### config.mk
export PLATFORM = sky130hd
export DESIGN_NAME = prod_row_reduce
export DESIGN_NICKNAME = d
export VERILOG_FILES = /design/src/rtl/prod_row_reduce.sv
export SDC_FILE = /design/constraint.sdc
export NUM_CORES = 1
export LEC_CHECK = 0
export ABC_AREA = 1
export CAP_MARGIN = 20
export CORE_ASPECT_RATIO = 0.9
export CORE_MARGIN = 5
export CORE_UTILIZATION = 50
export CTS_CLUSTER_SIZE = 25
export DETAILED_ROUTE_END_ITERATION = 6
export HOLD_SLACK_MARGIN = 0.1
export PLACE_DENSITY = 0.7
export SYNTH_ARGS = -nofsm -noshare
export SYNTH_HDL_FRONTEND = slang
export SYNTH_SLANG_ARGS = --single-unit
### constraint.sdc
create_clock -name clk1 -period 2.1 [get_ports clk1]
set_input_delay 0.21 -clock clk1 [delete_from_list [all_inputs] [get_ports clk1]]
set_output_delay 0.21 -clock clk1 [all_outputs]
set_load 0.005 [all_outputs]
### src/rtl/prod_row_reduce.sv
// Streams a 16x16 frame of unsigned 8-bit elements (row-major) and reports per-row sum/max
// one cycle after each row completes, plus the frame total and a completed-frame count.
module prod_row_reduce (
  input  logic        clk1,
  input  logic        rst_n,
  input  logic        in_valid,
  input  logic [7:0]  in_data,
  input  logic        clr,
  output logic        out_valid,
  output logic [3:0]  out_row_idx,
  output logic [11:0] out_row_sum,
  output logic [7:0]  out_row_max,
  output logic        out_total_valid,
  output logic [15:0] out_total,
  output logic [7:0]  out_frame_cnt
);

  typedef enum logic {IDLE, ACC} state_t;

  function automatic logic [7:0] umax8(input logic [7:0] a, input logic [7:0] b);
    return (a > b) ? a : b;
  endfunction

  state_t      r_state;
  state_t      w_state_nxt;
  logic [3:0]  r_col;
  logic [3:0]  r_row;
  logic [11:0] r_row_sum;
  logic [7:0]  r_row_max;
  logic [15:0] r_total;
  logic [7:0]  r_frame_cnt;

  logic        r_out_valid;
  logic [3:0]  r_out_row_idx;
  logic [11:0] r_out_row_sum;
  logic [7:0]  r_out_row_max;
  logic        r_out_total_valid;
  logic [15:0] r_out_total;

  logic        w_accept;
  logic        w_col_end;
  logic        w_last;
  logic [11:0] w_sum_nxt;
  logic [7:0]  w_max_nxt;
  logic [15:0] w_total_nxt;

  assign w_accept    = in_valid & ~clr;
  assign w_col_end   = (r_col == 4'd15);
  // Element 255 can only arrive once the frame is already in ACC
  assign w_last      = (r_state == ACC) && (r_row == 4'd15) && w_col_end;
  assign w_sum_nxt   = r_row_sum + {4'd0, in_data};
  assign w_max_nxt   = umax8(r_row_max, in_data);
  assign w_total_nxt = r_total + {8'd0, in_data};

  always_comb begin
    w_state_nxt = r_state;
    case (r_state)
      IDLE: if (w_accept) w_state_nxt = ACC;
      ACC: begin
        if (clr) w_state_nxt = IDLE;
        else if (w_accept && w_last) w_state_nxt = IDLE;
      end
      default: w_state_nxt = IDLE;
    endcase
  end

  always_ff @(posedge clk1 or negedge rst_n) begin
    if (!rst_n) begin
      r_state           <= IDLE;
      r_col             <= '0;
      r_row             <= '0;
      r_row_sum         <= '0;
      r_row_max         <= '0;
      r_total           <= '0;
      r_frame_cnt       <= '0;
      r_out_valid       <= 1'b0;
      r_out_row_idx     <= '0;
      r_out_row_sum     <= '0;
      r_out_row_max     <= '0;
      r_out_total_valid <= 1'b0;
      r_out_total       <= '0;
    end else begin
      r_state           <= w_state_nxt;
      // Result fields read zero outside their one-cycle pulse
      r_out_valid       <= 1'b0;
      r_out_row_idx     <= '0;
      r_out_row_sum     <= '0;
      r_out_row_max     <= '0;
      r_out_total_valid <= 1'b0;
      r_out_total       <= '0;
      if (clr) begin
        r_col     <= '0;
        r_row     <= '0;
        r_row_sum <= '0;
        r_row_max <= '0;
        r_total   <= '0;
      end else if (w_accept) begin
        r_col <= r_col + 4'd1;
        if (w_col_end) begin
          r_row         <= r_row + 4'd1;
          r_row_sum     <= '0;
          r_row_max     <= '0;
          r_out_valid   <= 1'b1;
          r_out_row_idx <= r_row;
          r_out_row_sum <= w_sum_nxt;
          r_out_row_max <= w_max_nxt;
        end else begin
          r_row_sum <= w_sum_nxt;
          r_row_max <= w_max_nxt;
        end
        if (w_last) begin
          r_total           <= '0;
          r_frame_cnt       <= r_frame_cnt + 8'd1;
          r_out_total_valid <= 1'b1;
          r_out_total       <= w_total_nxt;
        end else begin
          r_total <= w_total_nxt;
        end
      end
    end
  end

  assign out_valid       = r_out_valid;
  assign out_row_idx     = r_out_row_idx;
  assign out_row_sum     = r_out_row_sum;
  assign out_row_max     = r_out_row_max;
  assign out_total_valid = r_out_total_valid;
  assign out_total       = r_out_total;
  assign out_frame_cnt   = r_frame_cnt;

endmodule

After elaboration in Yosys (flattened, before gate mapping)
Cells that the tools add are included.
Widths: inputs -> output; s select.
{"block": "op_classes", "n_addsub": 5, "magnitude_cmp": 1, "n_eq_ne": 2, "mux": 37, "bitwise_logic": 3, "n_reduce_logical": 7}
{"cell": "$mux 16", "n": 6}
{"cell": "$mux 12", "n": 6}
{"cell": "$mux 8", "n": 7}
{"cell": "$mux 4", "n": 8}
{"cell": "$add 16x8->16", "n": 1}
{"cell": "$add 12x8->12", "n": 1}
{"cell": "$mux 1", "n": 9}
{"cell": "$add 4x1->4 const B", "n": 2}
{"cell": "$add 8x1->8 const B", "n": 1}
{"cell": "$eq 4x4->1 const B", "n": 2}
{"cell": "$gt 8x8->1", "n": 1}
{"cell": "$reduce_bool 2->1", "n": 2}
{"cell": "$logic_and 1x1->1", "n": 3}
{"cell": "$reduce_and 3->1", "n": 1}
{"cell": "$not 1->1", "n": 2}
{"cell": "$pmux 1 s2", "n": 1}
{"cell": "$reduce_and 2->1", "n": 1}
{"cell": "$and 1x1->1", "n": 1}
{"block": "totals", "ff_bits": 95, "output_inout_bits": 50, "word_cells": 68}

Longest topological paths before layout
Gate-level depths: netlist of run 1.
{"block": "depth", "word_depth": 7, "ltp_mapped": 13, "depth_no_buf": 13}

Least setup slack after synthesis of run 1
No wires, ideal clock.
{"block": "synth_path", "kind": "register to register", "from": "reg r_row_sum[0]", "to": "reg r_row_sum[6]", "setup_ps": 133, "arrival_ps": 1532, "required_time_ps": 1967, "slack_ps": 435, "path_stages_with_launch": 9, "path_buffers": 0, "path_cell_list": "dfrtp_1 -> ha_1 -> fa_1 -> nand3_1 -> nand3_1 -> nand2_1 -> nand2_1 -> xnor2_1 -> o21ai_0"}
{"block": "synth_between", "elab_chain_len": 4}
{"element": "start: declaration", "line": "28", "text": "logic [11:0] r_row_sum;"}
{"element": "start signal: assignment", "line": "108", "text": "r_row_sum <= w_sum_nxt;"}
{"element": "$add 12x8->12", "line": "51", "text": "assign w_sum_nxt = r_row_sum + {4'd0, in_data};"}
{"element": "$mux 12", "line": "99", "text": "if (w_col_end) begin"}
{"element": "$mux 12", "line": "97", "text": "end else if (w_accept) begin"}
{"element": "$mux 12", "line": "91", "text": "if (clr) begin"}
No other way between the ends. The select of a mux whose other input is x is not followed.
A chain may end at the register's enable or synchronous reset.

Final worst setup path of run 1
{"block": "layout_path", "from": "in in_data[0]", "to": "reg r_total[12]"}
{"block": "layout_between", "elab_chain_len": 4}
{"element": "start: declaration", "line": "7", "text": "input logic [7:0] in_data,"}
{"element": "$add 16x8->16", "line": "53", "text": "assign w_total_nxt = r_total + {8'd0, in_data};"}
{"element": "$mux 16", "line": "111", "text": "if (w_last) begin"}
{"element": "$mux 16", "line": "97"}
{"element": "$mux 16", "line": "91"}
{"element": "end signal: assignment", "line": "117", "text": "r_total <= w_total_nxt;"}
{"element": "end: declaration", "line": "30", "text": "logic [15:0] r_total;"}
No other way between the ends. The select of a mux whose other input is x is not followed.

==> results of run 1 <==
-- critical path, stage by stage --
cell and delay, ns:
clkdlybuf4s50_1 0.59, ha_1 0.22, inv_1 0.06, fa_1 0.38
inv_1 0.09, nand3_1 0.06, nand2_1 0.11, nand3_1 0.10
nand2_1 0.09, nand3_1 0.08, nand3_1 0.08, nand2_1 0.05
-- cells by family after synthesis --
kind of cell | share of synthesized area (%)
DFF | 47.37
and+or+nand+nor | 30.54
AOI/OAI and AO/OA | 3.690
buffers and inverters | 7.205
xor gates and xnor gates | 3.665
adders and majority gates | 7.529
-- path summary, 6_finish.rpt --
kind / from / endpoint / slack, ns
setup reg to reg: r_total[0] / r_total[12] / 0.35
max in group asynchronous: rst_n / out_total[7] / 1.20
setup / recovery: in_data[0] / r_total[12] / 0.22
hold / removal: rst_n / out_row_sum[5] / 0.30
min in group clk1: out_frame_cnt[7] / out_frame_cnt[7] / 0.49
hold reg to reg: out_frame_cnt[7] / out_frame_cnt[7] / 0.49
-- synth_stat cells --
master	instances
nand2_1	204
nand3_4	1
inv_4	2
nand2_2	3
fa_1	2
o22ai_1	2
a21o_1	1
inv_1	78
clkinv_1	1
nor2_1	61
nand4_4	1
a21oi_1	8
xor2_1	12
nor2_4	3
xnor2_1	9
nand3_1	52
o21ai_1	1
nand3b_1	6
o21bai_1	1
o21a_1	1
o21ai_0	21
clkbuf_1	5
and2_1	3
ha_1	27
nor3_1	4
nand4_2	1
dfrtp_1	95
inv_2	2
buf_2	3
nand4_1	7
buf_6	1
nor2_8	2
or2_2	1
-- layout make-up --
cell class / instances / area [sq um] / area share [%]
clock buffers: 9 / 123.9 / 2.009
clock inverters: 7 / 62.56 / 1.015
inverters: 83 / 316.6 / 5.134
multi-input cells: 434 / 2282 / 37.01
flip-flops and latches: 95 / 2377 / 38.56
well taps: 126 / 157.7 / 2.557
repair buffers: 89 / 845.8 / 13.72
-- registers in the layout, summed over array words and instances, names as in the netlist --
name and cells:
out_frame_cnt 8, out_row_idx 4, out_row_max 8, out_row_sum 12
out_total 16, out_total_valid 1, out_valid 1, r_col 4
r_row 4, r_row_max 8, r_row_sum 12, r_state 1
r_total 16
-- per-layer routing --
metal	track usage [%]	wire, um	vias up
met5	0	0	-
met4	3.688	91	0
met3	4.855	547	8
met2	30.87	5159	90
met1	29.14	5442	1958
li1	-	-	2121
-- power breakdown --
| part | leakage, nW | total, mW | internal, mW | switching (mW) |
|---|---|---|---|---|
| registers | 1.30 | 1.95 | 1.89 | 0.0541 |
| logic | 1.89 | 0.732 | 0.277 | 0.455 |
| clock network | 0.0927 | 1.14 | 0.456 | 0.689 |
-- metrics by stage --
stage,std cells,area [sq um],TNS (ns),total power [mW]
finish,843,6166,0,3.823
floorplan,621,5019,0,2.449
global placement,826,5969,-0.6876,2.686
global route,843,6166,0,4.054
CTS,843,6166,0,3.867
detailed placement,826,5969,-1.448,2.706
==> results.md, run 1 <==
* Outcome: finished clean
* Post-cts resize count at 0
* Via density at 4.955
* Via count at 4177
* Power Dens Cells at 620.0 mW/mm^2
* Cts hold-fix bufs at 1
* Clk_lat worst skew at 0.36 ns
* Most frequent cells in the layout: nand2_1, dfrtp_1, inv_1
* Final Core Density at 63.29%
* Synth area leaders: dfrtp_1, nand2_1, ha_1
* Crit Path Class: input port to flop
* Setup violators final at 0
* Flop and latch count out of synthesis at 95
* Maximum number of pins on one net before global-route repair at 57
* Antenna viol nets, final at 0
* Clock Skew at 0.01025 ns
* Post-CTS Setup Bufs at 0
* CTS Buf Count at 9
* Syn-to-layout area delta at 22.86%
* Router iterations before antenna repair at 4
* Tightest Pin Transition at 0.3549 ns
* Avg Inst Size Synth at 8.081 sq um
* Core area at 0.009742 sq mm
* Register area share after synthesis at 47.37%
* Share of cells above drive strength 1 at 8.508%
* Fin nets at 753
* Fin. Hold Viols at 0
* WL final at 11240 um
* DRC viols at 0
* Hold crit path type: input port to async pin
* Gr usage total at 20.05%
* Final setup margin at 0.2151 ns
* Share of the synthesized area in the top cell type at 47.37%
* Initial DRC Count at 204
* Synthesized area at 0.005019 sq mm
* Hold Slack at 0.3038 ns
* Crit path capture type: flop
* Tcrit/Tclk final at 89.76%
* Most common cell after layout, fill and taps aside: nand2_1
* Die ar. at 0.01214 sq mm
* Critical path data arrival time at 2.14 ns
* Synth warn at 0
* Cell taking the most area after synthesis: dfrtp_1
* Cell row count at 34
* Die Span Y at 105.0 um
* Die X at 115.6 um
* First-pass GRT wire length at 19820 um
* Clk buf depth at 2
* IO Pins at 62
* Number of global-route vias before repair at 4148
* Cell count after synthesis at 621
* Root Buffer: clkbuf_8
* Slew Viols, Final at 0
* Max Cap Viol at 0
* Wirelength per Cell at 13.33 um
* Post-layout min period at 1.885 ns
* DP HPWL at 8548 um
* Worst VDD drop at 0.4170 mV
* H-Tree Depth at 3
* Reg clk slew, reported paths at 0.09 ns
* Leakage power at 3.284 nW
* Setup WS pre-CTS at -0.1317 ns
* Port-buffer cells at 61
* Max_slew headroom at 76.34%
* Startpoint types: input port
* Cells on worst reg2reg path at 11
* Antenna violations before repair at 0
* Total nets after synthesis at 662
* Clk sink count at 95
* Filler instances at 850
* Antenna cells at 0
* CP Max Fanout at 4
* Fmax at 0.5305 GHz
* CP Data Required Time at 2.35 ns
* RSZ-0062 raised after global routing: false
* Grt ovf at 0
* Cell variety after synth at 33
* CTS tree: built
* GPL Wtd Cong at 0.9149
* Initial Utilization at 51.52%
(Power assumes the default switching activity.)
==> run 2, diff against run 1 <==
- RECOVER_POWER: not set -> 25
==> run 2 against run 1 <==
Sequential power hardly changed. Fmax is essentially flat. Core utilization is essentially flat. Critical path depth unchanged. Hold slack improved by 0.18 ns. Setup slack is essentially flat. Non-clock buffer count is the same. Power barely moved. Combinational power is essentially flat. Critical endpoint unchanged. Largest cell class unchanged. Highest routed layer unchanged.
==> results.md, run 2 (synthesis gave the netlist of run 1 again) <==
* Outcome: finished clean (unchanged)
* Crit Path Class: input port to flop (unchanged)
* Reg clk slew, reported paths at 0.10 ns (was 0.09 ns)
* Wirelength per Cell at 13.34 um (was 13.33 um)
* Area of the multi-input gates at 0.002282 sq mm (unchanged)
* Hold Path Origin: out_frame_cnt[7]
* Clk sink count at 95 (unchanged)
* Post-CTS Setup Bufs at 0 (unchanged)
* Met2 Routed Length at 5157 um (was 5159 um)
* Fin. Hold Viols at 0 (unchanged)
* First-pass GRT wire length at 19820 um (unchanged)
* Post-layout min period at 1.885 ns (about the same)
* Worst VDD drop at 0.4170 mV (about the same)
* CP Data Required Time at 2.35 ns (about the same)
* Post-cts resize count at 0 (unchanged)
* CP Max Fanout at 4 (unchanged)
* RSZ-0062 raised after global routing: false (unchanged)
* Gr usage total at 20.05% (unchanged)
* Via count at 4181 (was 4177)
* Worst setup path start: in_data[0] (unchanged)
* Number of global-route vias before repair at 4148 (unchanged)
* CTS tree: built (unchanged)
* Hold crit path type: flop to flop (was input port to async pin)
* Cell row count at 34 (unchanged)
* Startpoint types: input port (unchanged)
* Crit path capture type: flop (unchanged)
* Fin cells at 843 (unchanged)
* Max Cap Viol at 0 (unchanged)
* GPL Wtd Cong at 0.9149 (unchanged)
* Hold Slack at 0.4850 ns (was 0.3038 ns)
* Critical R2R Launch: r_row_sum[0] (was r_total[0])
* Clock Skew at 0.01025 ns (about the same)
* CTS Buf Count at 9 (unchanged)
* Wire length on met3 at 550 um (was 547 um)
* DP HPWL at 8548 um (unchanged)
* Core area at 0.009742 sq mm (unchanged)
* Setup violators final at 0 (unchanged)
* Root Buffer: clkbuf_8 (unchanged)
* Max_slew headroom at 0.9666% (was 76.34%)
* Maximum number of pins on one net before global-route repair at 57 (unchanged)
* Clk_lat worst skew at 0.36 ns (about the same)
* Fin nets at 753 (unchanged)
* Antenna violations before repair at 0 (unchanged)
* M1 WL at 5447 um (was 5442 um)
* Initial DRC Count at 204 (unchanged)
* Share of cells above drive strength 1 at 8.368% (was 8.508%)
* Via density at 4.960 (was 4.955)
* Die Span Y at 105.0 um (unchanged)
* Slew Viols, Final at 0 (unchanged)
* Filler instances at 849 (was 850)
* Inst Count DP at 826 (unchanged)
* Die ar. at 0.01214 sq mm (unchanged)
* Sequential Area at 0.002377 sq mm (unchanged)
* DRC viols at 0 (unchanged)
* Power Dens Cells at 620.4 mW/mm^2 (was 620.0 mW/mm^2)
* WL final at 11250 um (was 11240 um)
* Initial Utilization at 51.52% (unchanged)
* Antenna cells at 0 (unchanged)
* Die X at 115.6 um (unchanged)
* Clk buf depth at 2 (unchanged)
* Syn-to-layout area delta at 22.79% (was 22.86%)
* Top Layer Used: met4 (unchanged)
* IO Pins at 62 (unchanged)
* Most frequent cells in the layout: nand2_1, dfrtp_1, inv_1 (unchanged)
* Most common cell after layout, fill and taps aside: nand2_1 (unchanged)
* Tightest Pin Transition at 1.486 ns (was 0.3549 ns)
* Router iterations before antenna repair at 5 (was 4)
* Tcrit/Tclk final at 89.74% (was 89.76%)
* H-Tree Depth at 3 (unchanged)
* Fmax at 0.5306 GHz (was 0.5305 GHz)
* Grt ovf at 0 (unchanged)
* Critical path data arrival time at 2.14 ns (about the same)
* Port-buffer cells at 61 (unchanged)
* Antenna viol nets, final at 0 (unchanged)
* Leakage power at 3.280 nW (was 3.284 nW)
run 2: cell count changes in the layout (fill, tap and decap cells not counted), sizes merged:
cell,change
clkbuf,+1
buf,-1
run 2: worst paths after layout:
check / endpoint / slack (ns) / cells after the start
max in group asynchronous: r_total[14] / 0.41 / 3
worst min-delay path: out_frame_cnt[7] / 0.49 / 1
worst max register to register: r_row_sum[6] / 0.35 / 8
worst min register to register: out_frame_cnt[7] / 0.49 / 1
worst max-delay path: r_total[12] / 0.22 / 12
min in group asynchronous: out_row_sum[5] / 0.74 / 2
run 2: layout make-up:
cell class	count	share of cell area (%)
clock inverters	7	1.015
clock buffers	9	2.010
multi-input cells	434	37.04
repair buffers	89	13.66
well taps	126	2.558
flip-flops and latches	95	38.58
inverters	83	5.137
run 2: what timing repair did:
item | CTS | global route
hold endpoints to repair | 25 | 0
setup endpoints to repair | 0 | 0
hold buffers | 1 | 0
run 2: report_power, final:
group	switching (mW)	total [mW]	leakage, nW	internal [mW]
Sequential	0.0541	1.95	1.30	1.89
Combinational	0.455	0.731	1.88	0.276
Clock	0.689	1.15	0.0927	0.456
Total	1.20	3.82	3.28	2.62
run 2: per-stage QoR:
step	setup slack (ns)	total power, mW	util [%]	setup TNS [ns]	cell area [sq um]
2_1_floorplan	0.4346	2.449	-	0	5019
3_3_place_gp	-0.06404	2.686	61.28	-0.6876	5969
3_5_place_dp	-0.1317	2.706	61.28	-1.448	5969
4_1_cts	0.2391	3.867	63.29	0	6166
5_1_grt	0.05022	4.053	63.25	0	6162
6_report	0.2155	3.823	63.25	0	6162
run 2: routing by layer:
| metal | track usage (%) | vias up |
|---|---|---|
| met5 | 0 | - |
| met4 | 3.688 | 0 |
| met3 | 4.855 | 8 |
| met2 | 30.87 | 93 |
| met1 | 29.14 | 1959 |
| li1 | - | 2121 |
run 2: worst max-delay path, stage by stage:
cell	delay (ns)
clkdlybuf4s50_1	0.59
ha_1	0.22
inv_1	0.06
fa_1	0.38
inv_1	0.09
nand3_1	0.06
nand2_1	0.11
nand3_1	0.10
nand2_1	0.09
nand3_1	0.08
nand3_1	0.08
nand2_1	0.05
